### src/rtl/lvt_write_scheduler.sv
// lvt_write_scheduler: rotating-priority write scheduler with post-reset init sweep for an LVT memory.
// Optional conflict counter output enabled by defining LVT_SCHED_CONFLICT_CNT_EN.
module lvt_write_scheduler #(
  parameter int P = 4,
  parameter int N_PE_BITS = 2,
  parameter int INDEX_WIDTH = 8,
  parameter int DATA_WIDTH = 32
) (
  input  logic                       clk,
  input  logic                       reset,
  input  logic [P-1:0]               req_valid,
  input  logic [P*INDEX_WIDTH-1:0]   req_addr,
  input  logic [P*DATA_WIDTH-1:0]    req_data,
  output logic [P-1:0]               req_ready,
  output logic [P-1:0]               w_en,
  output logic [P*INDEX_WIDTH-1:0]   write_addr,
  output logic [P*DATA_WIDTH-1:0]    write_data,
  output logic                       init_busy,
  output logic [N_PE_BITS-1:0]       prio_ptr
`ifdef LVT_SCHED_CONFLICT_CNT_EN
  ,output logic [15:0]               conflict_cnt
`endif
);
  localparam logic [0:0] INIT = 1'b0;
  localparam logic [0:0] RUN  = 1'b1;
  logic [0:0]             state_q, state_d;
  logic [INDEX_WIDTH-1:0] sweep_q, sweep_d;
  logic [N_PE_BITS-1:0]   prio_q, prio_d;
  logic [P-1:0]           w_en_q, w_en_d, grant;
  logic [P*INDEX_WIDTH-1:0] write_addr_q, write_addr_d;
  logic [P*DATA_WIDTH-1:0]  write_data_q, write_data_d;
  logic                   run, conflict;
  // Distance of a port from the priority pointer; smaller distance wins.
  function automatic logic [N_PE_BITS-1:0] rank(input int x, input logic [N_PE_BITS-1:0] p);
    return N_PE_BITS'(x) - p;
  endfunction
  assign run = state_q == RUN;
  always_comb begin
    grant = '0;
    conflict = 1'b0;
    for (int i = 0; i < P; i++) begin
      grant[i] = run && req_valid[i];
      for (int j = 0; j < P; j++) begin
        if (j != i && req_valid[i] && req_valid[j] &&
            req_addr[j*INDEX_WIDTH +: INDEX_WIDTH] == req_addr[i*INDEX_WIDTH +: INDEX_WIDTH]) begin
          conflict = run;
          if (rank(j, prio_q) < rank(i, prio_q)) grant[i] = 1'b0;
        end
      end
    end
  end
  always_comb begin
    state_d = state_q;
    sweep_d = sweep_q;
    prio_d = prio_q;
    w_en_d = '0;
    write_addr_d = write_addr_q;
    write_data_d = write_data_q;
    if (!run) begin
      w_en_d = P'(1);
      write_addr_d = '0;
      write_addr_d[0 +: INDEX_WIDTH] = sweep_q;
      write_data_d = '0;
      sweep_d = sweep_q + 1'b1;
      state_d = &sweep_q ? RUN : INIT;
    end else begin
      w_en_d = grant;
      for (int i = 0; i < P; i++) begin
        if (grant[i]) begin
          write_addr_d[i*INDEX_WIDTH +: INDEX_WIDTH] = req_addr[i*INDEX_WIDTH +: INDEX_WIDTH];
          write_data_d[i*DATA_WIDTH +: DATA_WIDTH] = req_data[i*DATA_WIDTH +: DATA_WIDTH];
        end
      end
      prio_d = conflict ? prio_q + 1'b1 : prio_q;
    end
  end
  always_ff @(posedge clk or posedge reset) begin
    if (reset) begin
      state_q <= INIT;
      sweep_q <= '0;
      prio_q <= '0;
      w_en_q <= '0;
      write_addr_q <= '0;
      write_data_q <= '0;
    end else begin
      state_q <= state_d;
      sweep_q <= sweep_d;
      prio_q <= prio_d;
      w_en_q <= w_en_d;
      write_addr_q <= write_addr_d;
      write_data_q <= write_data_d;
    end
  end
`ifdef LVT_SCHED_CONFLICT_CNT_EN
  logic [15:0] cnt_q, cnt_d;
  assign cnt_d = (conflict && !(&cnt_q)) ? cnt_q + 16'd1 : cnt_q;
  always_ff @(posedge clk or posedge reset) begin
    if (reset) cnt_q <= '0;
    else cnt_q <= cnt_d;
  end
  assign conflict_cnt = cnt_q;
`endif
  assign req_ready = grant;
  assign w_en = w_en_q;
  assign write_addr = write_addr_q;
  assign write_data = write_data_q;
  assign init_busy = !run;
  assign prio_ptr = prio_q;
endmodule
### config.mk
export PLATFORM = sky130hd
export DESIGN_NAME = lvt_write_scheduler
export DESIGN_NICKNAME = d
export VERILOG_FILES = /design/src/rtl/lvt_write_scheduler.sv
export SDC_FILE = /design/constraint.sdc
export NUM_CORES = 1
export LEC_CHECK = 0
export BUFFER_PORTS_ARGS = -buffer_cell sky130_fd_sc_hd__buf_2
export CORE_AREA = 2 2 132 134
export CTS_CLUSTER_SIZE = 10
export DETAILED_ROUTE_END_ITERATION = 10
export DIE_AREA = 0 0 134 136
export PLACE_DENSITY = 0.8
export SYNTH_ARGS = -nofsm -noshare
export SYNTH_HDL_FRONTEND = slang
export SYNTH_SLANG_ARGS = --single-unit
### constraint.sdc
create_clock -name clk -period 17.4 [get_ports clk]
set_clock_uncertainty 0.1 [all_clocks]
set_input_delay 4.35 -clock clk [delete_from_list [all_inputs] [get_ports clk]]
set_output_delay 4.35 -clock clk [all_outputs]
set_load 0.005 [all_outputs]
# Yosys cells after proc, flatten, opt, wreduce, memory -nomap -nowiden
# Index checks and enable logic that the tools add are counted.
[word_totals]
register_bits = 175
out_inout_bits = 171
word_cells = 120
[classes]
addsub = 6
n_lt_le_gt_ge = 12
eq_ne = 16
mux = 49
reduce_logical = 25
[ops]
columns = ["operator", "n"]
rows = [
  ["2-to-1 mux 32 bit", 5],
  ["2-to-1 mux 128 bit", 1],
  ["== test 8 bit", 12],
  ["2-to-1 mux 1 bit", 38],
  ["2-to-1 mux 8 bit", 4],
  ["less-than comparator 2 bit", 12],
  ["logical AND 1 bit", 22],
  ["adder 8 x 1 -> 8 bit (second input constant)", 1],
  ["!= test 2 bit (second input constant)", 4],
  ["AND reduction 8 bit", 1],
  ["2-to-1 mux 4 bit", 1],
  ["subtractor 1 x 2 -> 2 bit (first input constant)", 2],
  ["subtractor 2 bit (first input constant)", 2],
  ["adder 2 x 1 -> 2 bit (second input constant)", 1],
  ["AND reduction 2 bit", 1],
  ["logical NOT 1 bit", 1],
]

# Depth between registers and ports, before layout
# Gate-level depths: netlist (run 1).
[depth]
depth_word = 15
depth_mapped = 8
ltp_nobuf = 6

# Worst setup path before layout (run 1)
# OpenSTA, ideal clock, no wires.
[synth_path]
path_type = "input -> output"
from = "input req_addr[16]"
to = "output req_ready[2]"
arrival_time_ps = 5592
required_ps = 12950
setup_slack_ps = 7358
path_stages = 6
path_buffers = 1
cell_sequence = "xor2_1 > nor4_2 > nand3_1 > o211ai_2 > clkbuf_1 > inv_1"
[synth_between]
elab_chain_cells = 7
word_cells_on_any_way = 11
[synth_lines]
columns = ["item", "line_no", "text"]
rows = [
  ["start, declared", "12", "input logic [P*INDEX_WIDTH-1:0] req_addr,"],
  ["== test 8 bit", "45", "req_addr[j*INDEX_WIDTH +: INDEX_WIDTH] == req_addr[i*INDEX_WIDTH +: INDEX_WIDTH]) begin"],
  ["logical AND 1 bit", "44", "if (j != i && req_valid[i] && req_valid[j] &&"],
  ["2-to-1 mux 1 bit", "44", ""],
  ["2-to-1 mux 1 bit", "47", "if (rank(j, prio_q) < rank(i, prio_q)) grant[i] = 1'b0;"],
  ["2-to-1 mux 1 bit", "44", ""],
  ["2-to-1 mux 1 bit", "47", ""],
  ["2-to-1 mux 1 bit (*)", "44", ""],
  ["end, declared", "14", "output logic [P-1:0] req_ready,"],
]
# Every way passes the cells marked *; elsewhere a longest branch is shown, timed or not.

# Worst setup path in the final report (run 1)
[layout_path]
from = "input req_addr[26]"
to = "output req_ready[0]"
[layout_between]
elab_chain_cells = 3
[layout_lines]
columns = ["item", "line_no"]
rows = [
  ["== test 8 bit", "45"],
  ["logical AND 1 bit", "44"],
  ["2-to-1 mux 1 bit", "44"],
]
# No other way between the ends.

==> results of run 1 <==
==> path summary, 6_finish.rpt <==
kind | end | slack, ns | cells after the start
worst max-delay path | req_ready[0] | 6.56 | 8
worst min-delay path | write_data[94] | 0.40 | 2
worst max register to register | write_addr[2] | 14.18 | 7
worst min register to register | write_data[94] | 0.40 | 2
max in group asynchronous | write_addr[29] | 11.71 | 3
min in group asynchronous | write_data[85] | 3.97 | 2
==> worst register-to-register path, delay by kind of cell (launching register included) <==
kind,cells,cell delay [ns]
buffers and inverters,2,1.05
DFF,1,0.83
and+or+nand+nor,2,0.49
AOI/OAI and AO/OA,3,0.63
==> cell usage in the layout (no fill, tap or decap), types with 5 or more instances in the layout <==
cell	instances
and3_1	12
mux2i_1	72
nand3_1	88
xor2_1	38
buf_4	7
clkbuf_16	17
xnor2_1	18
nand2_1	49
buf_2	336
o21ai_1	11
nor3_1	6
inv_1	131
a221o_1	7
o21ai_0	69
dfrtp_1	174
ha_1	5
nor2_1	34
==> metrics by stage <==
step           utilization, %  setup WS, ns  instance area [µm²]  instances  hold slack, ns
4_1_cts                  61.6          6.58                10400       1342           0.400
3_5_place_dp             58.2          6.58                 9820       1313           0.387
2_1_floorplan               -          7.36                 8040        788           0.357
5_1_grt                  61.6          6.45                10400       1342           0.429
6_report                 61.6          6.56                10400       1342           0.403
3_3_place_gp             58.2          6.59                 9820       1313           0.377
==> registers in the layout, summed over array words and instances (netlist names) <==
| register | count |
|---|---|
| sweep_q | 8 |
| w_en | 4 |
| run | 1 |
| prio_ptr | 2 |
| write_addr | 32 |
| write_data | 128 |
==> logic make-up (layout without fill, tap and decap cells) <==
group | after synthesis | count (layout) | share of synthesized area [%]
AND/OR/NAND/NOR | 203 | 203 | 12.1
buffers and inverters | 176 | 505 | 9.53
flip-flops | 175 | 175 | 54.4
adder cells (fa/ha/maj) | 5 | 5 | 0.778
multiplexers | 74 | 74 | 9.24
XOR/XNOR | 56 | 56 | 6.10
AO/OA/AOI/OAI | 99 | 99 | 7.78
==> final cells by class <==
class,instances,area share (%)
timing repair buffer,343,16.7
multi-input combinational,437,28.1
sequential,175,42.1
inverter,133,4.85
tap,225,2.71
clock buffer,21,4.52
clock inverter,8,1.05
==> report_power, final <==
| group | internal, µW | switching (µW) |
|---|---|---|
| registers | 407 | 0 |
| logic | 21.9 | 30.4 |
| clock network | 222 | 158 |
==> metal layers <==
| metal | vias to the layer above | wire length (µm) |
|---|---|---|
| li1 | 3196 | - |
| met2 | 248 | 10300 |
| met3 | 35 | 1290 |
| met4 | 2 | 497 |
| met1 | 3095 | 9310 |
| met5 | - | 15 |
==> metrics.yaml, run 1 <==
synthesis:
  synthesis.area_um2: 8040
  netlist.area_leader.share_pct: 54.4
  yosysMostFrequentCell: "dfrtp_1"
  async_flop_share_pct: 100
  synth-main-ff-cell: "dfrtp_1"
  synth_cell_type_count: 37
  syn-num-nets: 959
  synth-seq-area-share_pct: 54.4
  synthTopCellsByArea: "dfrtp_1 (54%), mux2i_1 (9.0%), inv_1 (6.2%)"
  synth_edf_count: 0
  syn-mean-instance-area_um2: 10.2
  yosysTopAreaCell: "dfrtp_1"
  ys_ff_latch: 175
  netlist_instances: 788
  synthTopCellsByCount: "dfrtp_1 (175), inv_1 (132), nand3_1 (88)"
  ys_warn_count: 0
global_route:
  grt_pass1_vias: 6370
  antenna_found_initial: 1
  grt_max_degree: 99
  track_usage_pct: 23.1
  grt-busiest-layer: "met2"
  grtUsageMet3_pct: 5.15
  met2_usage_pct: 37.4
  met1_usage_pct: 30.5
  overflow: 0
  grt_pass1_wl_um: 32900
timing:
  hold_viol_final: 0
  min_period_ns: 10.84
  drv_slew: 0
  fmax_mhz: 92.3
  fin_crit_sh_pct: 62.3
  setup_viol: 0
  worstMarginPinSlew_ns: 0.976
  rsz0062_at_grt: "false"
  fin_setup_tns_ns: 0
  relSlewSlack_pct: 34.9
floorplan:
  core_um2: 16900
  initial_core_util_pct: 47.7
  io_pins: 337
  rows: 48
  die_h_um: 136
  die_area_um2: 18200
  die_w_um: 134
route:
  dr_total_vias: 6576
  drt_wl_total_um: 21400
  routed_via_density: 4.90
  drt_iter0_drc: 315
  drt-pass1-iter-count: 4
  wl_per_cell_um: 15.9
  remaining_drc_errors: 0
  antenna_left: 0
clock_tree:
  clk_latency_ns: 0.42
  post_cts.repair.setup_buffers: 0
  cts-root-buf: "clkbuf_16"
  max-clock-path-buffers: 2
  clk_pin_slew_worst_paths_ns: 0.06
  clock_sinks: 175
  h-tree-depth: 4
  postCtsResizedCells: 0
  cts_tree: "built"
  cts_hold_buf: 0
  cts_buffers: 17
critical_path:
  required_ns: 12.95
  critPathMaxStageDelay_ns: 0.54
  critical_path.most_common_cell: "buf_2"
  start_kind: "input port"
  cp_slowest_cell: "buf_4"
  worstPathArrival_ns: 6.39
  critical_path.top_delay_family: "buffers and inverters"
  crit_path_max_fanout: 42
  timing.rr.start: "run"
  path_cells: "buf_2 > xor2_1 > nor4_2 > nand3_2 > o221ai_4 > buf_4 > inv_2 > buf_2"
  end_kind: "primary output"
  cp_num_buf_inv: 4
  path_class: "input port to primary output"
  cp-startpoint: "req_addr[26]"
final_layout:
  seq_area_um2: 4380
  fin_nets: 1278
  multi_input_area_um2: 2920
  diodes: 0
  areaGrowthSynthToFinish_pct: 29.3
  drive_above_1_share_pct: 34.6
  fillCellCount: 1441
power_and_ir_drop:
  power.leakage_uw: 0.00639
  power_uw: 839
  p_per_area_nw_per_um2: 80.6
  peakVddDrop_v: 0.0000659
placement:
  place_congestion: 0.857
  dpl.hpwl_um: 15400
  portBuffers: 336
worst_hold_path:
  min_path_type: "flop to flop"
  hp-start: "write_data[94]"
job:
  max_cap_violations: 0
outcome:
  status: "completed"
No activity file was read; power rests on OpenSTA's default activity.
==> inputs of run 2 (changes only) <==
--- a/config.mk
+++ b/config.mk
@@ -5,11 +5,11 @@
 export SDC_FILE = /design/constraint.sdc
 export NUM_CORES = 1
 export LEC_CHECK = 0
+export ABC_AREA = 1
 export BUFFER_PORTS_ARGS = -buffer_cell sky130_fd_sc_hd__buf_2
-export CORE_AREA = 2 2 132 134
+export CORE_UTILIZATION = 49
 export CTS_CLUSTER_SIZE = 10
 export DETAILED_ROUTE_END_ITERATION = 10
-export DIE_AREA = 0 0 134 136
 export PLACE_DENSITY = 0.8
 export SYNTH_ARGS = -nofsm -noshare
 export SYNTH_HDL_FRONTEND = slang
==> constraint.sdc (replaced) <==
create_clock -name clk -period 11.3 [get_ports clk]
set_clock_uncertainty 0.1 [all_clocks]
set_input_delay 2.825 -clock clk [delete_from_list [all_inputs] [get_ports clk]]
set_output_delay 2.825 -clock clk [all_outputs]
set_load 0.005 [all_outputs]
==> run 2 against run 1 <==
- sequential cell count unchanged
- setup slack worse by 3.0 ns
- sequential power up 54%
- critical endpoint is now req_ready[1]
- largest power group unchanged
==> metrics.yaml, run 2 <==
route:
  remaining_drc_errors: 0
  dr_total_vias: 8490
  drt-pass1-iter-count: 7
  drt_wl_total_um: 27200
  routed_via_density: 5.20
  antenna_left: 0
  drt_iter0_drc: 663
  wl_per_cell_um: 16.7
synthesis:
  syn-mean-instance-area_um2: 7.77
  syn-num-nets: 1271
  netlist_instances: 1100
  ys_ff_latch: 175
  ys_warn_count: 0
  synthTopCellsByCount: "nand2_1 (427), nand3_1 (226), dfrtp_1 (175)"
  synth-seq-area-share_pct: 51.2
  synthesis.area_um2: 8550
  yosysMostFrequentCell: "nand2_1"
  synth_edf_count: 0
  synthTopCellsByArea: "dfrtp_1 (51%), nand2_1 (19%), nand3_1 (13%)"
  synth_cell_type_count: 31
  netlist.area_leader.share_pct: 51.2
  yosysTopAreaCell: "dfrtp_1"
  async_flop_share_pct: 100
  synth-main-ff-cell: "dfrtp_1"
worst_hold_path:
  min_path_type: "flop to flop"
  min_to: "write_data[67]"
  min_path_cells: 2
  hp-start: "write_data[67]"
placement:
  dp_slack_ns: 3.58
  dp.cells: 1602
  placement.cell_area_um2: 10200
  place_congestion: 0.956
  portBuffers: 336
  dpl.hpwl_um: 19800
critical_path:
  r2r-end: "write_addr[4]"
  timing.rr.start: "run"
  critical_path.most_common_cell: "nand2_1"
  path_class: "input port to primary output"
  cp_slowest_cell: "inv_2"
  cp_num_buf_inv: 5
  worstRegToRegCells: 5
  reg2reg_slack_ns: 8.71
  required_ns: 8.38
  worstPathArrival_ns: 4.84
  cp.depth: 13
  path_cells: "buf_2 > inv_1 > nand2_1 > nand2_1 > nor2_1 > nand3_1 > nor2_1 > nand2_1 > nand2_1 > inv_2 > nand2_4 > inv_1 > buf_2"
  start_kind: "input port"
  end_kind: "primary output"
  critPathMaxStageDelay_ns: 0.54
  critical_path.top_delay_family: "buffers and inverters"
  crit_path_max_fanout: 42
timing:
  hold_viol_final: 0
  fmax_mhz: 129
  rsz0062_at_grt: "false"
  setup_viol: 0
  holdWs_ns: 0.397
  fin_setup_tns_ns: 0
  drv_slew: 0
  fin_crit_sh_pct: 68.7
  timing.final.ws_setup_ns: 3.53
  relSlewSlack_pct: 32.0
  min_period_ns: 7.77
  worstMarginPinSlew_ns: 1.02
floorplan:
  initial_core_util_pct: 50.8
  rows: 47
  die_w_um: 134
  io_pins: 337
  core_um2: 16800
  die_area_um2: 18000
  die_h_um: 134
global_route:
  track_usage_pct: 30.5
  overflow: 0
  grt_pass1_wl_um: 42300
  grt_pass1_vias: 8008
  grt_max_degree: 104
  antenna_found_initial: 0
final_layout:
  diodes: 0
  fin_area_um2: 10800
  largest_reg_flops: 128
  fin_nets: 1572
  layout_commonest_cell: "nand2_1"
  drive_above_1_share_pct: 28.7
  final_cells: 1634
  final_cell_mix: "nand2_1 (427), buf_2 (336), nand3_1 (226), dfrtp_1 (174), nor2_1 (64)"
  areaGrowthSynthToFinish_pct: 25.8
  fillCellCount: 1507
clock_tree:
  h-tree-depth: 4
  postCtsResizedCells: 0
  cts-root-buf: "clkbuf_16"
  post_cts.repair.setup_buffers: 0
  max-clock-path-buffers: 2
  clock_sinks: 175
  cts_tree: "built"
  cts_buffers: 17
  clk_pin_slew_worst_paths_ns: 0.06
  clk_latency_ns: 0.42
  cts_hold_buf: 0
power_and_ir_drop:
  power.leakage_uw: 0.00672
  p_per_area_nw_per_um2: 118
  peakVddDrop_v: 0.000101
outcome:
  status: "completed"
job:
  max_cap_violations: 0
-- run 2: worst max path at each step --
stage	from	to	slack [ns]
after floorplan	reset	prio_ptr[0]	3.63
after global placement	req_addr[11]	req_ready[1]	3.54
after detailed placement	req_addr[31]	req_ready[1]	3.58
after CTS	req_addr[31]	req_ready[1]	3.58
after global routing	req_addr[9]	req_ready[1]	3.34
final	req_addr[9]	req_ready[1]	3.53
-- run 2: cell families (layout without fill, tap and decap cells) --
logic type                 Yosys count  after routing  synth area share [%]
and+or+nand+nor                    740            740                  36.6
DFF                                175            175                  51.2
buffers and inverters              129            443                  7.36
AOI/OAI and AO/OA                   31             31                  2.05
xor gates and xnor gates            20             20                  2.05
adders and majority gates            5              5                 0.732
-- run 2: metrics by stage --
step,util (%),power (µW)
2_1_floorplan,-,681
3_3_place_gp,60.7,733
3_5_place_dp,60.7,731
4_1_cts,64.0,1280
5_1_grt,64.0,1310
6_report,64.0,1270
-- run 2: report_power, final --
| group | total [µW] | internal (µW) | switching (µW) |
|---|---|---|---|
| clock network | 546 | 292 | 254 |
| logic | 94.1 | 35.2 | 58.9 |
| registers | 626 | 626 | 0 |
-- run 2: routing by layer --
layer  routed length (µm)  track usage, %  up-vias
met2                13300            51.3      379
met3                 2100            6.69       54
met5                    0               0        -
li1                     -               -     4101
met1                11000            38.5     3956
met4                  860            11.7        0
-- run 2: area by class of cell --
cell class                 instances  area, µm²  area share (%)
sequential                       175       4380            40.7
multi-input combinational        796       3560            33.1
timing repair buffer             342       1730            16.1
clock buffer                      19        443            4.12
tap                              220        275            2.56
inverter                          69        267            2.48
clock inverter                    13        106           0.989
-- run 2: tightest hold or removal path: stages, from the launching register on --
cell and delay, ns:
dfrtp_1 0.34, nand3_1 0.07, nand2_1 0.06
==> inputs of run 3 (changes only) <==
--- a/config.mk
+++ b/config.mk
@@ -7,10 +7,10 @@
 export LEC_CHECK = 0
 export ABC_AREA = 1
 export BUFFER_PORTS_ARGS = -buffer_cell sky130_fd_sc_hd__buf_2
-export CORE_UTILIZATION = 49
+export CORE_UTILIZATION = 44
 export CTS_CLUSTER_SIZE = 10
 export DETAILED_ROUTE_END_ITERATION = 10
-export PLACE_DENSITY = 0.8
+export PLACE_DENSITY = 0.76
 export SYNTH_ARGS = -nofsm -noshare
 export SYNTH_HDL_FRONTEND = slang
 export SYNTH_SLANG_ARGS = --single-unit
==> constraint.sdc (replaced) <==
create_clock -name clk -period 6.53 [get_ports clk]
set_clock_uncertainty 0.1 [all_clocks]
set_input_delay 1.6325 -clock clk [delete_from_list [all_inputs] [get_ports clk]]
set_output_delay 1.6325 -clock clk [all_outputs]
set_load 0.005 [all_outputs]
==> run 3 against run 2 <==
- critical path depth is 1 lower
- clock-buffer cell count stayed put
- register-to-register slack lost 4.9 ns
- hold slack got worse by 0.0016 ns
- total power up 85%
- die area increased by 11%
- core utilization is 6.3 points lower
- critical path type unchanged
- global-route usage fell by 2.6 points
- clock power rose by 100%
- sequential power is 73% higher
- cell area increased by 1.3%
- wire length is 2.8% higher
==> metrics.yaml, run 3 (same netlist as run 2, synthesis figures left out) <==
outcome:
  status: "completed"
placement:
  dpl.hpwl_um: 20300
  portBuffers: 336
  dp.cells: 1643
  placement.cell_area_um2: 10300
  place_congestion: 1.03
critical_path:
  critical_path.top_delay_family: "buffers and inverters"
  worstRegToRegCells: 7
  r2r-end: "write_addr[16]"
  start_kind: "input port"
  path_class: "input port to primary output"
  reg2reg_slack_ns: 3.84
  cp_num_buf_inv: 5
  end_kind: "primary output"
  required_ns: 4.80
  crit_path_max_fanout: 42
  path_cells: "buf_2 > inv_2 > o21ai_0 > nor2_1 > nand3_1 > nor2_1 > nand2_1 > nand2_1 > inv_2 > nand2_4 > inv_1 > buf_2"
  timing.rr.start: "run"
  cp_slowest_cell: "inv_2"
  worstPathArrival_ns: 3.67
  critPathMaxStageDelay_ns: 0.56
timing:
  min_period_ns: 5.40
  drv_slew: 0
  hold_viol_final: 0
  fin_crit_sh_pct: 82.8
  setup_viol: 0
  fmax_mhz: 185
  worstMarginPinSlew_ns: 1.06
  fin_setup_tns_ns: 0
  rsz0062_at_grt: "false"
  relSlewSlack_pct: 29.1
  holdWs_ns: 0.395
job:
  max_cap_violations: 0
final_layout:
  fin_nets: 1573
  final_cell_mix: "nand2_1 (427), buf_2 (336), nand3_1 (226), dfrtp_1 (174), nor2_1 (64)"
  fin_area_um2: 10900
  final_cells: 1675
  multi_input_area_um2: 3560
  drive_above_1_share_pct: 28.7
  diodes: 0
  largest_reg_flops: 128
  areaGrowthSynthToFinish_pct: 27.4
  seq_area_um2: 4380
  layout_commonest_cell: "nand2_1"
  fillCellCount: 1800
worst_hold_path:
  min_to: "write_data[94]"
  min_path_cells: 2
  min_path_type: "flop to flop"
  hp-start: "write_data[94]"
clock_tree:
  cts_buffers: 17
  cts-root-buf: "clkbuf_16"
  clk_pin_slew_worst_paths_ns: 0.07
  cts_hold_buf: 0
  clock_sinks: 175
  clk_latency_ns: 0.43
  h-tree-depth: 4
  post_cts.repair.setup_buffers: 0
  cts_tree: "built"
  max-clock-path-buffers: 2
  postCtsResizedCells: 0
floorplan:
  die_area_um2: 20000
  die_w_um: 141
  core_um2: 18900
  initial_core_util_pct: 45.3
  die_h_um: 141
  io_pins: 337
  rows: 50
power_and_ir_drop:
  power.leakage_uw: 0.00675
  p_per_area_nw_per_um2: 216
  peakVddDrop_v: 0.000165
global_route:
  grt_pass1_vias: 8039
  overflow: 0
  track_usage_pct: 27.9
  grt_max_degree: 99
  antenna_found_initial: 0
  grt_pass1_wl_um: 43100
route:
  antenna_left: 0
  dr_total_vias: 8510
  drt_iter0_drc: 673
  drt_wl_total_um: 28000
  drt-pass1-iter-count: 5
  remaining_drc_errors: 0
  routed_via_density: 5.08
  wl_per_cell_um: 16.7
## run 3: cell type report
class                      instances  area share [%]
clock buffer                      19            3.97
clock inverter                    13            1.83
inverter                          69            2.45
multi-input combinational        796            32.6
sequential                       175            40.2
tap                              260            2.99
timing repair buffer             343            15.9
## run 3: how the worst max path moves through the flow
stage | endpoint | cells past startpoint | startpoint | slack [ns]
floorplan | prio_ptr[0] | 1 | reset | 0.05
global placement | req_ready[1] | 12 | req_addr[31] | 1.16
detailed placement | req_ready[1] | 12 | req_addr[31] | 1.16
CTS | req_ready[1] | 12 | req_addr[31] | 1.15
global route | req_ready[1] | 13 | req_addr[9] | 0.93
finish | req_ready[1] | 12 | req_addr[31] | 1.13
## run 3: where the power goes
| part | leakage [µW] | switching [µW] | internal (µW) | total [µW] |
|---|---|---|---|---|
| clock network | 0.000307 | 450 | 651 | 1100 |
| logic | 0.00403 | 103 | 61.3 | 164 |
| registers | 0.00241 | 0 | 1080 | 1080 |
| total | 0.00675 | 553 | 1800 | 2350 |
## run 3: routing by layer
| metal | GRT usage, % | vias to the layer above | part of all wire (%) |
|---|---|---|---|
| li1 | - | 4104 | - |
| met1 | 35.8 | 3962 | 41 |
| met2 | 45.3 | 372 | 48 |
| met3 | 6.07 | 72 | 7.4 |
| met4 | 13.1 | 0 | 3.9 |
| met5 | 0 | - | 0 |
## run 3: per-stage QoR
step	total power, µW	utilization, %	worst slack [ns]
detailed placement	1270	54.3	1.16
CTS	2370	57.7	1.15
floorplan	1180	-	0.0523
global placement	1270	54.3	1.16
global route	2430	57.7	0.931
finish	2350	57.7	1.13
## run 3: worst reg2reg max path, cell delays in order (launching register included)
cell and delay [ns]:
dfrtp_4 0.42, buf_4 0.80, nand2_1 0.18, o21bai_2 0.28
nor2_4 0.09, buf_4 0.43, nand2_1 0.21, nand2_1 0.11
